`src/rtl/alu_pkg.sv`:
```
// Shared definitions for the ALU sequencer: opcode map, FSM state encoding
// and instruction word field layout.
package alu_pkg;

  localparam logic [6:0] OP_ADD  = 7'd0;
  localparam logic [6:0] OP_SUB  = 7'd1;
  localparam logic [6:0] OP_SHL  = 7'd2;
  localparam logic [6:0] OP_SHR  = 7'd3;
  localparam logic [6:0] OP_MOV  = 7'd4;
  localparam logic [6:0] OP_LDL  = 7'd5;
  localparam logic [6:0] OP_LDH  = 7'd6;
  localparam logic [6:0] OP_MOV2 = 7'd7;
  localparam logic [6:0] OP_EQ   = 7'd8;
  localparam logic [6:0] OP_NE   = 7'd9;
  localparam logic [6:0] OP_GT   = 7'd10;
  localparam logic [6:0] OP_LT   = 7'd11;
  localparam logic [6:0] OP_NF1  = 7'd12;
  localparam logic [6:0] OP_NF2  = 7'd13;
  localparam logic [6:0] OP_BR   = 7'd14;

  localparam int OPC_LSB = 0;
  localparam int RD_LSB  = 7;
  localparam int RA_LSB  = 11;
  localparam int HL_BIT  = 15;
  localparam int RB_LSB  = 16;
  localparam int IMM_LSB = 16;
  localparam int REG_W   = 4;

  typedef enum logic [2:0] {
    ST_FETCH     = 3'd0,
    ST_DECODE    = 3'd1,
    ST_EXECUTE   = 3'd2,
    ST_WRITEBACK = 3'd3,
    ST_HALT      = 3'd4
  } state_e;

  function automatic logic [6:0] f_opc(input logic [31:0] w);
    return w[OPC_LSB +: 7];
  endfunction

  function automatic logic [REG_W-1:0] f_rd(input logic [31:0] w);
    return w[RD_LSB +: REG_W];
  endfunction

  function automatic logic [REG_W-1:0] f_ra(input logic [31:0] w);
    return w[RA_LSB +: REG_W];
  endfunction

  function automatic logic [REG_W-1:0] f_rb(input logic [31:0] w);
    return w[RB_LSB +: REG_W];
  endfunction

  function automatic logic [15:0] f_imm(input logic [31:0] w);
    return w[IMM_LSB +: 16];
  endfunction

  function automatic logic is_reg_write(input logic [6:0] op);
    return (op <= OP_MOV2);
  endfunction

  function automatic logic is_flag_op(input logic [6:0] op);
    return (op >= OP_EQ) && (op <= OP_NF2);
  endfunction

endpackage

```
`src/rtl/alu_sequencer_if.sv`:
```
// Bundle of the instruction-memory fetch port and the ALU drive/response
// signals; master is the sequencer, slave is the memory/ALU side.
interface alu_sequencer_if;
  import alu_pkg::*;

  logic        imem_req;
  logic [31:0] imem_addr;
  logic        imem_ack;
  logic [31:0] imem_data;

  logic [31:0] alu_a;
  logic [31:0] alu_b;
  logic [31:0] alu_reg8;
  logic [15:0] alu_value;
  logic        alu_highlow;
  logic [6:0]  alu_instr;
  logic        alu_f1;
  logic        alu_f2;
  logic [31:0] alu_c;
  logic        alu_flag;
  logic        alu_addrch;
  logic [31:0] alu_naddr;

  modport master (
    output imem_req, imem_addr,
    input  imem_ack, imem_data,
    output alu_a, alu_b, alu_reg8, alu_value, alu_highlow, alu_instr, alu_f1, alu_f2,
    input  alu_c, alu_flag, alu_addrch, alu_naddr
  );

  modport slave (
    input  imem_req, imem_addr,
    output imem_ack, imem_data,
    input  alu_a, alu_b, alu_reg8, alu_value, alu_highlow, alu_instr, alu_f1, alu_f2,
    output alu_c, alu_flag, alu_addrch, alu_naddr
  );
endinterface

```
`src/rtl/alu_sequencer_regfile.sv`:
```
// 16x32 register file: two asynchronous read ports, a fixed R8 tap and one
// synchronous write port, cleared by synchronous reset.
module regfile16x32
  import alu_pkg::*;
#(
  parameter int NREGS = 16
) (
  input  logic             clock,
  input  logic             reset,
  input  logic             we,
  input  logic [REG_W-1:0] waddr,
  input  logic [31:0]      wdata,
  input  logic [REG_W-1:0] raddr_a,
  input  logic [REG_W-1:0] raddr_b,
  output logic [31:0]      rdata_a,
  output logic [31:0]      rdata_b,
  output logic [31:0]      rdata_8
);

  logic [31:0] mem_q [NREGS];
  logic [31:0] mem_d [NREGS];

  always_comb begin
    mem_d = mem_q;
    if (we) mem_d[waddr] = wdata;
  end

  always_ff @(posedge clock) begin
    if (reset) begin
      for (int i = 0; i < NREGS; i++) mem_q[i] <= '0;
    end else begin
      mem_q <= mem_d;
    end
  end

  assign rdata_a = mem_q[raddr_a];
  assign rdata_b = mem_q[raddr_b];
  assign rdata_8 = mem_q[8];

endmodule

```
`src/rtl/alu_sequencer.sv`:
```
// Fetch/decode/execute/writeback sequencer that drives the ALU and retires
// its results into the register file, the F1/F2 flags and the PC.
module alu_sequencer
  import alu_pkg::*;
#(
  parameter logic [31:0] RESET_PC = 32'h0000_0000,
  parameter logic [6:0]  HALT_OP  = 7'd127,
  parameter int          NREGS    = 16
) (
  input  logic               clock,
  input  logic               reset,
  alu_sequencer_if.master    bus,
  output logic               halted,
  output logic [31:0]        pc
);

  state_e      state_q, state_d;
  logic [31:0] pc_q, pc_d;
  logic [31:0] ir_q, ir_d;
  logic        req_q, req_d;
  logic [31:0] a_q, a_d, b_q, b_d, r8_q, r8_d;
  logic [31:0] c_q, c_d, naddr_q, naddr_d;
  logic        flag_q, flag_d, addrch_q, addrch_d;
  logic        f1_q, f1_d, f2_q, f2_d;

  logic        rf_we;
  logic [31:0] rd_a, rd_b, rd_8;
  logic [6:0]  opc;

  assign opc = f_opc(ir_q);

  regfile16x32 #(.NREGS(NREGS)) u_rf (
    .clock   (clock),
    .reset   (reset),
    .we      (rf_we),
    .waddr   (f_rd(ir_q)),
    .wdata   (c_q),
    .raddr_a (f_ra(ir_q)),
    .raddr_b (f_rb(ir_q)),
    .rdata_a (rd_a),
    .rdata_b (rd_b),
    .rdata_8 (rd_8)
  );

  always_comb begin
    state_d  = state_q;
    pc_d     = pc_q;
    ir_d     = ir_q;
    a_d      = a_q;
    b_d      = b_q;
    r8_d     = r8_q;
    c_d      = c_q;
    naddr_d  = naddr_q;
    flag_d   = flag_q;
    addrch_d = addrch_q;
    f1_d     = f1_q;
    f2_d     = f2_q;
    rf_we    = 1'b0;

    unique case (state_q)
      // An ack only counts while our request is actually on the bus.
      ST_FETCH: begin
        if (req_q && bus.imem_ack) begin
          ir_d    = bus.imem_data;
          state_d = ST_DECODE;
        end
      end
      ST_DECODE: begin
        a_d     = rd_a;
        b_d     = rd_b;
        r8_d    = rd_8;
        state_d = ST_EXECUTE;
      end
      ST_EXECUTE: begin
        c_d      = bus.alu_c;
        flag_d   = bus.alu_flag;
        addrch_d = bus.alu_addrch;
        naddr_d  = bus.alu_naddr;
        state_d  = (opc == HALT_OP) ? ST_HALT : ST_WRITEBACK;
      end
      ST_WRITEBACK: begin
        pc_d  = pc_q + 32'd4;
        rf_we = is_reg_write(opc);
        if (is_flag_op(opc)) begin
          f2_d = f1_q;
          f1_d = flag_q;
        end
        if ((opc == OP_BR) && addrch_q) pc_d = naddr_q;
        state_d = ST_FETCH;
      end
      ST_HALT: state_d = ST_HALT;
      default: state_d = ST_FETCH;
    endcase

    req_d = (state_d == ST_FETCH);
  end

  always_ff @(posedge clock) begin
    if (reset) begin
      state_q  <= ST_FETCH;
      pc_q     <= RESET_PC;
      ir_q     <= '0;
      req_q    <= 1'b0;
      a_q      <= '0;
      b_q      <= '0;
      r8_q     <= '0;
      c_q      <= '0;
      naddr_q  <= '0;
      flag_q   <= 1'b0;
      addrch_q <= 1'b0;
      f1_q     <= 1'b0;
      f2_q     <= 1'b0;
    end else begin
      state_q  <= state_d;
      pc_q     <= pc_d;
      ir_q     <= ir_d;
      req_q    <= req_d;
      a_q      <= a_d;
      b_q      <= b_d;
      r8_q     <= r8_d;
      c_q      <= c_d;
      naddr_q  <= naddr_d;
      flag_q   <= flag_d;
      addrch_q <= addrch_d;
      f1_q     <= f1_d;
      f2_q     <= f2_d;
    end
  end

  assign bus.imem_req    = req_q;
  assign bus.imem_addr   = pc_q;
  assign bus.alu_a       = a_q;
  assign bus.alu_b       = b_q;
  assign bus.alu_reg8    = r8_q;
  assign bus.alu_value   = f_imm(ir_q);
  assign bus.alu_highlow = ir_q[HL_BIT];
  assign bus.alu_instr   = (state_q == ST_EXECUTE) ? opc : 7'd0;
  assign bus.alu_f1      = f1_q;
  assign bus.alu_f2      = f2_q;
  assign halted          = (state_q == ST_HALT);
  assign pc              = pc_q;

endmodule

```
`src/flat_wrapper.sv`:
```
// flat-port wrapper written by rule: the top's interface ports become plain ports
module alu_sequencer_flat import alu_pkg::*;
#(
  parameter logic [31:0] RESET_PC = 32'h0000_0000,
  parameter logic [6:0]  HALT_OP  = 7'd127,
  parameter int          NREGS    = 16
)
  (clock, reset, halted, pc, bus_imem_req, bus_imem_addr, bus_imem_ack, bus_imem_data, bus_alu_a, bus_alu_b, bus_alu_reg8, bus_alu_value, bus_alu_highlow, bus_alu_instr, bus_alu_f1, bus_alu_f2, bus_alu_c, bus_alu_flag, bus_alu_addrch, bus_alu_naddr);
  alu_sequencer_if bus_i ();
  input  logic clock;
  input  logic reset;
  output logic halted;
  output logic [31:0] pc;
  output wire logic [$bits(bus_i.imem_req)-1:0] bus_imem_req;
  output wire logic [$bits(bus_i.imem_addr)-1:0] bus_imem_addr;
  input wire logic [$bits(bus_i.imem_ack)-1:0] bus_imem_ack;
  input wire logic [$bits(bus_i.imem_data)-1:0] bus_imem_data;
  output wire logic [$bits(bus_i.alu_a)-1:0] bus_alu_a;
  output wire logic [$bits(bus_i.alu_b)-1:0] bus_alu_b;
  output wire logic [$bits(bus_i.alu_reg8)-1:0] bus_alu_reg8;
  output wire logic [$bits(bus_i.alu_value)-1:0] bus_alu_value;
  output wire logic [$bits(bus_i.alu_highlow)-1:0] bus_alu_highlow;
  output wire logic [$bits(bus_i.alu_instr)-1:0] bus_alu_instr;
  output wire logic [$bits(bus_i.alu_f1)-1:0] bus_alu_f1;
  output wire logic [$bits(bus_i.alu_f2)-1:0] bus_alu_f2;
  input wire logic [$bits(bus_i.alu_c)-1:0] bus_alu_c;
  input wire logic [$bits(bus_i.alu_flag)-1:0] bus_alu_flag;
  input wire logic [$bits(bus_i.alu_addrch)-1:0] bus_alu_addrch;
  input wire logic [$bits(bus_i.alu_naddr)-1:0] bus_alu_naddr;
  assign bus_imem_req = bus_i.imem_req;
  assign bus_imem_addr = bus_i.imem_addr;
  assign bus_i.imem_ack = bus_imem_ack;
  assign bus_i.imem_data = bus_imem_data;
  assign bus_alu_a = bus_i.alu_a;
  assign bus_alu_b = bus_i.alu_b;
  assign bus_alu_reg8 = bus_i.alu_reg8;
  assign bus_alu_value = bus_i.alu_value;
  assign bus_alu_highlow = bus_i.alu_highlow;
  assign bus_alu_instr = bus_i.alu_instr;
  assign bus_alu_f1 = bus_i.alu_f1;
  assign bus_alu_f2 = bus_i.alu_f2;
  assign bus_i.alu_c = bus_alu_c;
  assign bus_i.alu_flag = bus_alu_flag;
  assign bus_i.alu_addrch = bus_alu_addrch;
  assign bus_i.alu_naddr = bus_alu_naddr;
  alu_sequencer #(.RESET_PC(RESET_PC), .HALT_OP(HALT_OP), .NREGS(NREGS)) u_core (.clock(clock), .reset(reset), .bus(bus_i), .halted(halted), .pc(pc));
endmodule
```
`config.mk`:
```
export PLATFORM = sky130hd
export DESIGN_NAME = alu_sequencer_flat
export DESIGN_NICKNAME = d
export VERILOG_FILES = /design/src/rtl/alu_pkg.sv /design/src/rtl/alu_sequencer_if.sv /design/src/rtl/alu_sequencer_regfile.sv /design/src/rtl/alu_sequencer.sv /design/src/flat_wrapper.sv
export SDC_FILE = /design/constraint.sdc
export NUM_CORES = 2
export LEC_CHECK = 0
export CORE_MARGIN = 1
export CORE_UTILIZATION = 30
export DETAILED_ROUTE_END_ITERATION = 8
export PLACE_DENSITY = 0.52
export SKIP_LAST_GASP = 1
export SYNTH_ARGS = -nofsm -noshare
export SYNTH_HDL_FRONTEND = slang
export SYNTH_SLANG_ARGS = --single-unit
```
`constraint.sdc`:
```
create_clock -name clock -period 5.35 [get_ports clock]
set_input_delay 0.535 -clock clock [delete_from_list [all_inputs] [get_ports clock]]
set_output_delay 0.535 -clock clock [all_outputs]
set_load 0.005 [all_outputs]
```
### Word-level counts from Yosys, hierarchy flattened

Index checks and enable logic that the tools add are counted.

* $lt $le $gt $ge: 7
* reductions and logical operators: 8
* add/sub/neg operators: 1
* mux-type cells: 15
* equality and inequality tests: 6
* bitwise logic cells: 3

Operators with widths (count)
* $bwmux W512: 1
* $bmux W32 S4: 2
* $mux W32: 6
* $demux W32 S4: 1
* $add A32 B3 Y32 const B: 1
* $ge A5 B5 Y1 const B: 3
* $not A4 Y5: 3
* $pmux W3 S4: 1
* $eq A7 B4 Y1 const B: 1
* $eq A7 B7 Y1 const B: 1
* $ge A7 B4 Y1 const B: 1
* $le A7 B3 Y1 const B: 1
* $le A7 B4 Y1 const B: 1
* $mux W7: 1
* $eq A3 B2 Y1 const B: 2
* $logic_not A3 Y1: 2
* $mux W3: 2
* $lt A5 B1 Y1 const B: 1
* $logic_and A1 B1 Y1: 4
* $reduce_and A2 Y1: 2
* $eq A3 B1 Y1 const B: 1
* $eq A3 B3 Y1 const B: 1
* $mux W1: 1

* output and inout bits: 188
* flip-flop bits (word level): 744
* bits of input ports: 101
* word-level logic and storage cells: 69

### Longest topological paths before layout

* word-level depth: 6
* mapped depth: 9
* depth with buffers taken out: 6

### Hierarchy

Synthesis repeated with hierarchy kept, for this count alone.

* cell total of the unflattened synthesis: 4203
* area total of the unflattened synthesis: 36592.6 um^2

Modules (own cells, without submodules)
* regfile16x32: area an instance 27202.3 um^2, instances 1, cells each 2983, seq. area each 10249.8 um^2
* alu_sequencer: area an instance 9390.3 um^2, instances 1, cells each 1220, seq. area each 4644.5 um^2

### Worst setup path before layout

Ideal clock, no wire load.

* path kind: flip-flop to flip-flop
* start: register u_core.ir_q[17]
* end: register u_core.b_q[24], in the netlist u_core.bus.alu_b[24]
* required time: 5.222 ns
* cell stages (with the launch flop): 8
* clock period less this slack: 2.225 ns
* library setup time: 0.128 ns
* arrival: 2.097 ns
* setup slack: 3.125 ns
* path buffers: 2
* cells stage by stage: dfxtp_1 buf_2 buf_1 mux4_2 a22oi_1 a21oi_1 a21oi_1 nor2_1

* longest elaborated chain between the ends: 4

Ends and longest elaborated chain
* from (decl): RTL line alu_sequencer.sv:19 `logic [31:0] ir_q, ir_d;`
* from (signal assigned): RTL line alu_sequencer.sv:116 `ir_q <= ir_d;`
* $not A4 Y5 (not written as such): RTL line alu_sequencer_regfile.sv:37 `assign rdata_b = mem_q[raddr_b];`
* $bmux W32 S4: RTL line alu_sequencer_regfile.sv:37
* $mux W32 (not written as such) (2 in series): RTL line alu_sequencer_regfile.sv:37
* to (signal assigned): RTL line alu_sequencer.sv:105 `b_q <= '0;`
* to (signal assigned): RTL line alu_sequencer.sv:119 `b_q <= b_d;`
* to (decl): RTL line alu_sequencer.sv:21 `logic [31:0] a_q, a_d, b_q, b_d, r8_q, r8_d;`

Every way passes these cells. The select of a mux whose other input is x is not followed.
A chain may end at the register's enable or synchronous reset.

### Worst setup path in the final report

* start: register u_core.ir_q[4]
* end: register u_core.u_rf.mem_q[17] (netlist bit)

* longest elaborated chain between the ends: 2

Ends and longest elaborated chain
* $le A7 B3 Y1: RTL line alu_pkg.sv:58 `return (op <= OP_MOV2);`
* $mux W1: RTL line alu_sequencer.sv:60 `unique case (state_q)`
* to (signal assigned): RTL line alu_sequencer_regfile.sv:32 `mem_q <= mem_d;`
* to (decl): RTL line alu_sequencer_regfile.sv:20 `logic [31:0] mem_q [NREGS];`

Every way passes these cells.

==> results_dict.tcl <==
set metrics [dict create \
    overflow 0 \
    dieArea_um2 116000 \
    holdBufCountCts 0 \
    path_delay_family "simple AND/OR/NAND/NOR gates" \
    dp_slack_ns 1.96 \
    syn_nets 4127 \
    max_cap_viol_count 0 \
    cp.arrival_ns 3.93 \
    fin_crit_sh_pct 64.6 \
    r2r_slack_ns 1.89 \
    nFillCells 11500 \
    die_y_um 341 \
    clk_latency_ns 0.64 \
    drive_gt1_share_pct 12.1 \
    area_delta_synth_final_pct 18.1 \
    p_total_mw 12.3 \
    power_frac_clock_pct 46.4 \
    first_global_vias 28100 \
    grt_pass1_wl_um 187000 \
    instances_no_fill 5568 \
    antenna_found_initial 10 \
    seqPwrFrac_pct 47.0 \
    ios 289 \
    dp_hpwl_um 76000 \
    finalSetupTns_ns 0 \
    whs_ns 0.388 \
    top_register "u_core.u_rf.mem_q" \
    core_region_area_um2 113000 \
    crit_type "reg2reg" \
    reg2reg_from "u_core.ir_q[4]" \
    rsz0062_at_grt "no" \
    ant_nets 0 \
    synth.cell_area_um2 34400 \
    nets 4098 \
    max_freq_mhz 289 \
    crit_required_ns 5.83 \
    hold_end "u_core.bus.alu_a[4]" \
    placed_area_um2 37900 \
    synth_cells 4025 \
    fin_skew_ns 0.0188 \
    avgSynthCellArea_um2 8.55 \
    synthDistinctLibCells 53 \
    critPathMaxStageDelay_ns 0.90 \
    cts_buffers 82 \
    dp.cells 5412 \
    globalplace.congestion 0.813 \
    sw_frac_of_total_pct 25.2 \
    path_buf_inv 1 \
    p_switching_mw 3.09 \
    drt_iter0_markers 2837 \
    worst_pin_slew_ns 1.37 \
    cts_max_level 3 \
    cts.path.max_buffers 3 \
    intPower_mw 9.20 \
    cp_max_fo 20 \
    cts_tree "done" \
    drc 0 \
    power_density_nw_per_um2 302 \
    yosys.area.top_type "dfxtp_1" \
    drv_slew 0 \
    post-route-util_pct 35.9 \
    ys_warn_count 0 \
    p_leak_nw 12.1 \
    routed_wirelength_um 126000 \
    hold_viol_final 0 \
    track_usage_pct 21.2 \
    placementRows 123 \
    avgViaCountPerCell 5.33 \
    final_area_um2 40600 \
    clkTransAtPathRegs_ns 0.06 \
    cp-start-kind "register" \
    reg2reg_depth 6 \
    grt_max_degree 142 \
    first_pass_iters 6 \
    cts_root_buf "clkbuf_16" \
    synth_top_area_share_pct 43.3 \
    end_kind "register" \
    post-cts-setup-buffer-count 0 \
    drt-wirelength-per-cell_um 22.6 \
    initial_core_util_pct 30.4 \
    irDropWorstVdd_mv 0.214 \
    ctsResizeCount 0 \
    synthFlopType "dfxtp_1" \
    die_w_um 341 \
    synth_edf_count 0 \
    ys_seq_area_share_pct 43.3 \
    synth_area_leaders "dfxtp_1 43%, mux4_2 17%, nand2_1 14%, a21oi_1 11%, clkbuf_1 3.4%" \
    ys_seq_elements 744 \
    status "finished, final reports clean" \
    holdPathStages 2 \
    io_buffer_count 288 \
    path_cells "or3_1 > nor4_2 > nand4_1 > buf_4 > nand2_1 > a21oi_1" \
    reg2reg_to "u_core.u_rf.mem_q[17]" \
    cts.sink_count 744 \
    critPathSlowestCell "nand4_1" \
    largest_reg_flops 480 \
    synthArstFlopShare_pct 0 \
    multi_input_comb_area_um2 17600 \
    vias 29700 \
    p_comb_share_pct 6.7 \
    setup_viol 0 \
    fin_crit_ns 3.46 \
    final-seq-area_um2 14900 \
    min_from "reset" \
    hold_path_class "in2reg" \
    setup_slack_ns 1.89 \
    relSlewSlack_pct 8.70 \
]
## worst max-delay path by stage
stage | startpoint | endpoint | slack, ns | cells after the start
6_report | u_core.ir_q[4] | u_core.u_rf.mem_q[17] | 1.89 | 6
5_1_grt | u_core.ir_q[4] | u_core.u_rf.mem_q[29] | 1.77 | 6
4_1_cts | u_core.ir_q[4] | u_core.u_rf.mem_q[17] | 1.96 | 6
3_5_place_dp | u_core.ir_q[4] | u_core.u_rf.mem_q[17] | 1.96 | 6
3_3_place_gp | u_core.ir_q[4] | u_core.u_rf.mem_q[19] | 2.03 | 6
2_1_floorplan | u_core.ir_q[17] | u_core.bus.alu_b[24] | 3.13 | 7
## final cells by class
cell class              instances  area share (%)
multi-input cells            2810            43.4
flip-flops and latches        744            36.7
repair buffers                352            8.66
clock buffers                 126            6.08
well taps                    1500            4.62
clock inverters                20           0.474
diodes                         10          0.0616
inverters                       6          0.0554
## power by group through the flow
stage	sequential [mW]	combinational, mW	clock, mW
6_report	5.77	0.818	5.70
5_1_grt	5.78	0.873	6.04
4_1_cts	5.77	0.827	5.81
3_5_place_dp	5.89	0.826	0
3_3_place_gp	5.89	0.824	0
2_1_floorplan	5.74	0.587	0
## worst reg2reg max path: stages (launching register included)
cell     delay, ns
dfxtp_1       0.33
or3_1         0.60
nor4_2        0.68
nand4_1       0.91
buf_4         0.59
nand2_1       0.13
a21oi_1       0.07
## logic make-up after synthesis
kind of cell	synth area share, %
fa+ha+maj	0.0363
mux	17.0
simple gates	18.0
compound gates	15.5
xor+xnor	0.0764
buf+inv	6.00
flops	43.3
## cells in the mapped netlist, types with 19 or more instances
cell type / count
nand2_1: 1327
a21oi_1: 790
dfxtp_1: 744
clkbuf_1: 315
mux4_2: 256
a22oi_1: 130
nor2_1: 91
buf_2: 58
buf_4: 48
buf_1: 38
nand3_1: 28
o21ai_0: 22
and3_1: 19
## layout by cell type (no fill, tap or decap), types with 19 or more instances in the layout
cell             count
and3_1              19
clkbuf_8            23
dfxtp_1            740
nand2_1           1327
buf_4               52
clkdlybuf4s50_1    287
clkbuf_1            20
o21ai_0             22
clkbuf_16           83
mux4_2             256
a21oi_1            790
a22oi_1            130
nor2_1              88
## metal layers
layer	global-route usage, %	vias up	wire, um
met1	28.0	14600	53100
li1	-	13800	-
met3	4.67	205	9620
met4	7.50	0	3920
met2	34.0	1055	59000
met5	0	-	0
No activity file was read; power rests on OpenSTA's default activity.
